==> src/rtl/cmpgen_pkg.sv <==
// Shared types and helpers for the compressor generator datapath blocks.
package cmpgen_pkg;

    typedef enum logic {
        IDLE  = 1'b0,
        SHIFT = 1'b1
    } ser_state_t;

    // Bit-counter width for a WIDTH-bit word; kept at least one bit wide.
    function automatic int CNT_W(input int width);
        return (width > 1) ? $clog2(width) : 1;
    endfunction

endpackage

==> src/rtl/result_serializer.sv <==
// Parallel-in, serial-out converter for compressor results: LSB-first, one bit per
// accepted serial beat, with a one-word holding buffer so consecutive words stream gap-free.
module result_serializer
    import cmpgen_pkg::*;
#(
    parameter int WIDTH = 21
) (
    input  logic             clk,
    input  logic             rst,
    input  logic [WIDTH-1:0] par_data,
    input  logic             par_valid,
    output logic             par_ready,
    output logic             ser_data,
    output logic             ser_valid,
    input  logic             ser_ready,
    output logic             ser_last,
    output logic             busy
);

    localparam int             CW       = CNT_W(WIDTH);
    localparam logic [CW-1:0]  LAST_CNT = CW'(WIDTH - 1);

    ser_state_t       state_q, state_d;
    logic [WIDTH-1:0] sr_q, sr_d;
    logic [CW-1:0]    cnt_q, cnt_d;
    logic [WIDTH-1:0] hold_q, hold_d;
    logic             hold_full_q, hold_full_d;

    logic accept;
    logic beat;
    logic last_bit;

    assign par_ready = !hold_full_q;
    assign accept    = par_valid && !hold_full_q;
    assign ser_valid = (state_q == SHIFT);
    assign last_bit  = (cnt_q == LAST_CNT);
    assign beat      = ser_valid && ser_ready;
    // Gate with ser_valid so idle outputs read as zero rather than stale shifter contents.
    assign ser_data  = ser_valid && sr_q[0];
    assign ser_last  = ser_valid && last_bit;
    assign busy      = ser_valid || hold_full_q;

    always_ff @(posedge clk) begin
        if (rst) begin
            state_q     <= IDLE;
            sr_q        <= '0;
            cnt_q       <= '0;
            hold_q      <= '0;
            hold_full_q <= 1'b0;
        end else begin
            state_q     <= state_d;
            sr_q        <= sr_d;
            cnt_q       <= cnt_d;
            hold_q      <= hold_d;
            hold_full_q <= hold_full_d;
        end
    end

    always_comb begin
        state_d     = state_q;
        sr_d        = sr_q;
        cnt_d       = cnt_q;
        hold_d      = hold_q;
        hold_full_d = hold_full_q;

        case (state_q)
            IDLE: begin
                if (accept) begin
                    sr_d    = par_data;
                    cnt_d   = '0;
                    state_d = SHIFT;
                end
            end

            SHIFT: begin
                if (beat && last_bit) begin
                    // Reload on the last beat so the next word's bit 0 follows without a bubble.
                    if (hold_full_q) begin
                        sr_d        = hold_q;
                        cnt_d       = '0;
                        hold_full_d = 1'b0;
                    end else if (accept) begin
                        sr_d  = par_data;
                        cnt_d = '0;
                    end else begin
                        state_d = IDLE;
                    end
                end else begin
                    if (beat) begin
                        sr_d  = sr_q >> 1;
                        cnt_d = cnt_q + CW'(1);
                    end
                    if (accept) begin
                        hold_d      = par_data;
                        hold_full_d = 1'b1;
                    end
                end
            end

            default: state_d = IDLE;
        endcase
    end

endmodule

==> config.mk <==
export PLATFORM = sky130hd
export DESIGN_NAME = result_serializer
export DESIGN_NICKNAME = d
export VERILOG_FILES = /design/src/rtl/cmpgen_pkg.sv /design/src/rtl/result_serializer.sv
export SDC_FILE = /design/constraint.sdc
export NUM_CORES = 1
export LEC_CHECK = 0
export ABC_AREA = 0
export CAP_MARGIN = 30
export CORE_MARGIN = 2
export CORE_UTILIZATION = 50
export CTS_CLUSTER_SIZE = 25
export DETAILED_ROUTE_END_ITERATION = 10
export PLACE_DENSITY = 0.76
export SYNTH_ARGS = -nofsm -noshare
export SYNTH_HDL_FRONTEND = slang
export SYNTH_SLANG_ARGS = --single-unit
==> constraint.sdc <==
create_clock -name clk -period 1.8 [get_ports clk]
set_clock_uncertainty 0.2 [all_clocks]
set_input_delay 0.27 -clock clk [delete_from_list [all_inputs] [get_ports clk]]
set_output_delay 0.27 -clock clk [all_outputs]
set_load 0.01 [all_outputs]
== Yosys cells after proc, flatten, opt, wreduce, memory -nomap -nowiden ==
Index checks and enable logic that the tools add are counted.

* Register bits after elaboration: 49
* Output and inout bits: 5
* Logic and storage cells: 36

* $add $sub $neg: 1
* Eq/ne operators: 2
* Multiplexer cells: 16
* Bitwise gates (word level): 2
* Reduce and logical (&&, ||, !) cells: 10

{| class="wikitable"
|+ Operators by type and width
! kind !! number
|-
| 2-to-1 mux 21 bit || 4
|-
| one-hot mux 21 bit (2 select lines) || 1
|-
| 2-to-1 mux 5 bit || 4
|-
| one-hot mux 5 bit (2 select lines) || 1
|-
| adder 5 x 1 -> 5 bit (second input constant) || 1
|-
| equality test 5 bit (second input constant) || 1
|-
| logical AND 1 bit || 5
|-
| 2-to-1 mux 1 bit || 5
|-
| inequality test 3 x 1 -> 1 bit (second input constant) || 1
|-
| AND reduction 3 bit || 1
|-
| NOT 1 bit || 2
|-
| one-hot mux 1 bit (2 select lines) || 1
|-
| AND reduction 2 bit || 1
|-
| nonzero test 2 bit || 1
|-
| logical NOT 1 bit || 1
|-
| logical OR 1 bit || 1
|}

== Logic depth before layout (Yosys ltp) ==
* Depth after elaboration: 6
* Depth in mapped cells: 9

== Worst setup path after synthesis ==
No wires, ideal clock.

* Path type: reg-to-reg
* From: reg cnt_q[0]
* To: reg sr_q[15]
* Arrival: 1.579 ns
* Slack: -0.110 ns
* Stages on the path, launching flop included: 9
* Buffers on the path: 2
* Cells stage by stage: dfxtp_1 -> inv_1 -> ha_1 -> and4b_1 -> buf_6 -> buf_6 -> or3_1 -> a32oi_1 -> nor3_1

* Longest elaborated chain between the ends: 4

{| class="wikitable"
|+ RTL lines
! what !! line !! source
|-
| start: declaration || result_serializer.sv:25 || <nowiki>logic [CW-1:0] cnt_q, cnt_d;</nowiki>
|-
| start signal: assignment || result_serializer.sv:53 || <nowiki>cnt_q <= cnt_d;</nowiki>
|-
| equality test 5 bit (*) || result_serializer.sv:36 || <nowiki>assign last_bit = (cnt_q == LAST_CNT);</nowiki>
|-
| logical AND 1 bit (*) || result_serializer.sv:76 || <nowiki>if (beat && last_bit) begin</nowiki>
|-
| 2-to-1 mux 21 bit || result_serializer.sv:76 ||
|-
| one-hot mux 21 bit (2 select lines) || result_serializer.sv:66 || <nowiki>case (state_q)</nowiki>
|-
| end signal: assignment || result_serializer.sv:52 || <nowiki>sr_q <= sr_d;</nowiki>
|-
| end: declaration || result_serializer.sv:24 || <nowiki>logic [WIDTH-1:0] sr_q, sr_d;</nowiki>
|}

Every way passes the cells marked *; elsewhere a longest branch is shown, timed or not.
A chain may end at the register's enable or synchronous reset.

== Worst setup path in the final report ==
* From: reg cnt_q[1]
* To: out ser_last

* Longest elaborated chain between the ends: 2

{| class="wikitable"
|+ RTL lines
! what !! line !! source
|-
| equality test 5 bit || result_serializer.sv:36 ||
|-
| logical AND 1 bit || result_serializer.sv:40 || <nowiki>assign ser_last = ser_valid && last_bit;</nowiki>
|-
| end: declaration || result_serializer.sv:16 || <nowiki>output logic ser_last,</nowiki>
|}

No other way between the ends.

==> summary.md <==
| Metric | Value |
|---|---|
| Initial core utilization | `0.516` |
| Hold Violations, Final | `0` |
| Util after Layout | `0.695` |
| Slew margin rel. | `0.765` |
| Inserted Diodes | `0` |
| Pre-CTS setup slack | `-0.267 ns` |
| Hold Crit Depth | `2` |
| Buffers plus inverters on the worst setup path | `2` |
| Synth unique cells | `40` |
| Failing checks | `negative setup slack` |
| CP max stage cell | `dfxtp_2` |
| Outcome | `complete, but fails checks` |
| Post-Synthesis Cells | `333` |
| Crit path DAT | `1.41 ns` |
| Layout area overhead | `34.6%` |
| Final setup violation count | `14` |
| First-pass GRT wire length | `11500 µm` |
| Routing usage on met1 | `0.321` |
| GRT met3 Usage | `0.0261` |
| Gr usage total | `0.238` |
| Row cnt | `26` |
| Die X | `approximately 76 µm` |
| Asr flop ratio synth | `0` |
| Final critical-path share of the clock period | `1.04` |
| Synth top area cells | `dfxtp_1 (37%), nand2_1 (9.0%), mux2_2 (8.2%)` |
| Hold crit path type | `in2reg` |
| PortBufs | `29` |
| Main synth FF type | `dfxtp_1` |
| DIE AREA | `5840 µm²` |
| Worst VDD drop | `531 µV` |
| Hold Slack | `0.123 ns` |
| Slew Viols, Final | `0` |
| Met2 Resource Use GR | `0.402` |
| DR WL/cell | `16.6 µm` |
| Crit path cell chain | `inv_2 -> ha_4 -> and4b_4 -> and2_4 -> buf_6` |
| Vias per cell | `5.99` |
| CTS Sinks | `49` |
| Max stage delay on crit path | `around 0.33 ns` |
| Post-layout nets | `417` |
| Via count | `2760` |
| Root Driver | `clkbuf_8` |
| Hold endpoint | `cnt_q[1]$_SDFFE_PP0P_` |
| Synth top area share | `0.374` |
| Drt drc | `0` |
| CP Launch Type | `register` |
| CTS buffer count | `5` |
| Largest net degree at the start of global routing | `29` |
| Setup CP Type | `reg2out` |
| Synth warn | `0` |
| Clock H-tree levels | `2` |
| EDFF count, synth | `0` |
| Worst setup EP type | `primary output` |
| Clk_lat worst skew | `0.30 ns` |
| TritonCTS clock tree | `yes` |
| Flop-to-flop setup slack | `-0.04 ns` |
| Initial antenna violation count | `0` |
| Most common cell after layout, fill and taps aside | `nand2_1` |
| Global placement routability congestion | `0.864` |
| Unrepaired setup endpoints after global routing | `yes` |
| R2R cell count | `7` |
| Crit path max fanout | `4` |
| DR pass1 iterations | `5` |
| Largest delay share family, worst path | `simple AND/OR/NAND/NOR gates` |
| Fin worst setup slack | `-0.0752 ns` |
| Largest area contributor in the netlist | `dfxtp_1` |
| Hold Crit Start | `rst` |
| Final WL | `about 7700 µm` |
| Total Power | `2.48 mW` |
| Post-synthesis sequential area ratio | `0.374` |
| Chip Height | `76.4 µm` |
| 1st-iter DRT viols | `between 200 and 300` |
| Max Root-Sink Buffers | `2` |
| Syn Std Cell Area | `about 2600 µm²` |
| Fmax | `533 MHz` |
| FF+latch count, synth | `49` |
| Layout cell share with drive strength beyond 1 | `0.279` |
| Vias in the first global route | `2429` |
| Placed insts | `443` |
| Syn_nets | `360` |
| Hold_buf cts | `0` |
| Clk slew on worst S/H paths | `0.09 ns` |
| Mean Syn Cell Area | `7.87 µm²` |
| Power per cell area | `703 nW/µm²` |
| Worst-Margin Slew | `between 0.3 and 0.4 ns` |
| Non-Filler Instances | `approximately 460` |
| Placed wire-length estimate | `between 4000 and 5000 µm` |
| Reg2reg start | `cnt_q[1]$_SDFFE_PP0P_` |
| Commonest cells after routing, fill and taps aside | `nand2_1 (63), dfxtp_1 (45), buf_4 (40), nand3_1 (25), clkdlybuf4s50_1 (23)` |
| Core Area | `5070 µm²` |
| Reg2reg end | `sr_q[10]$_SDFFE_PP0P_` |
| ANT nets after route | `0` |
| Leakage power | `approximately 1.3 nW` |
| IO Pins | `30` |
| Min cycle time layout | `~1.9 ns` |
| Remaining Overflow, GRT | `0` |
| Busiest grt layer | `met2` |
| Max Cap Viol | `0` |
| Critical path data required time | `between 1 and 1.5 ns` |
timing repair:
| action | CTS | global route |
|---|---|---|
| pin swaps | 4 | 18 |
| endpoints found under the setup margin | 49 | 45 |
| cloned | 0 | 4 |
| gates resized for setup | 16 | 29 |
| buffers inserted | 2 | 4 |
stage by stage:
step           cell area (µm²)  TNS, ns
5_1_grt                   3530    -2.37
2_1_floorplan             2640   -0.171
3_3_place_gp              3190    -6.87
4_1_cts                   3330    -1.95
6_report                  3530   -0.305
3_5_place_dp              3190    -8.10
power by group:
part / total [mW] / leakage [nW] / switching [mW] / internal [mW]
registers: 1.20 / 0.403 / 0.0456 / 1.15
logic: 0.563 / 0.891 / 0.273 / 0.290
clock network: 0.719 / 0.0542 / 0.371 / 0.348
total: 2.48 / 1.35 / 0.690 / 1.79
cells in the mapped netlist, drive strengths merged (2+ instances only):
| cell | instances |
|---|---|
| a221oi | 2 |
| mux2 | 20 |
| nor3 | 21 |
| inv | 4 |
| nand3 | 25 |
| ha | 2 |
| clkbuf | 16 |
| and2 | 2 |
| a32oi | 20 |
| a21oi | 24 |
| or2 | 2 |
| dfxtp | 49 |
| buf | 16 |
| a22o | 2 |
| o21ai | 4 |
| or3 | 20 |
| nor2 | 22 |
| nand2b | 2 |
| nand2 | 63 |
| nand4 | 2 |
worst max path at each step:
stage	from	endpoint	depth (start not counted)
after floorplan	cnt_q[0]$_SDFFE_PP0P_	sr_q[12]$_SDFFE_PP0P_	8
after global placement	par_valid	sr_q[11]$_SDFFE_PP0P_	6
after detailed placement	par_valid	sr_q[10]$_SDFFE_PP0P_	6
after CTS	cnt_q[1]$_SDFFE_PP0P_	hold_q[2]$_SDFFE_PP0P_	8
after global routing	cnt_q[1]$_SDFFE_PP0P_	ser_last	5
final	cnt_q[1]$_SDFFE_PP0P_	ser_last	5
cells by family (layout without fill, tap and decap cells):
family                     Yosys count  after routing  share of synthesized area
xor gates and xnor gates             1              1                    0.00334
DFF                                 49             49                      0.374
and+or+nand+nor                    166            166                      0.299
adders and majority gates            2              2                    0.00955
muxes                               20             20                     0.0860
buffers and inverters               36             94                     0.0683
AOI/OAI and AO/OA                   59             59                      0.160
layout make-up:
| cell class | count | area, µm² |
|---|---|---|
| clock buffers | 7 | 96.3 |
| multi-input cells | 248 | 1560 |
| clock inverters | 1 | 5.00 |
| flip-flops and latches | 49 | 988 |
| fillers | 431 | 1550 |
| repair buffers | 82 | 777 |
| well taps | 70 | 87.6 |
| inverters | 4 | 15.0 |
sequential cells by signal, summed over array words and instances, names as in the netlist:
register     flops
sr_q            21
cnt_q            5
hold_q          21
ser_valid        1
hold_full_q      1
layer usage:
| layer | routed length, µm | up-vias | share of wire |
|---|---|---|---|
| met3 | 392 | 17 | 0.051 |
| met5 | 0 | - | 0 |
| met1 | 3340 | 1329 | 0.44 |
| met4 | 114 | 0 | 0.015 |
| met2 | 3830 | 114 | 0.50 |
| li1 | - | 1300 | - |
No activity file was read; power rests on OpenSTA's default activity.
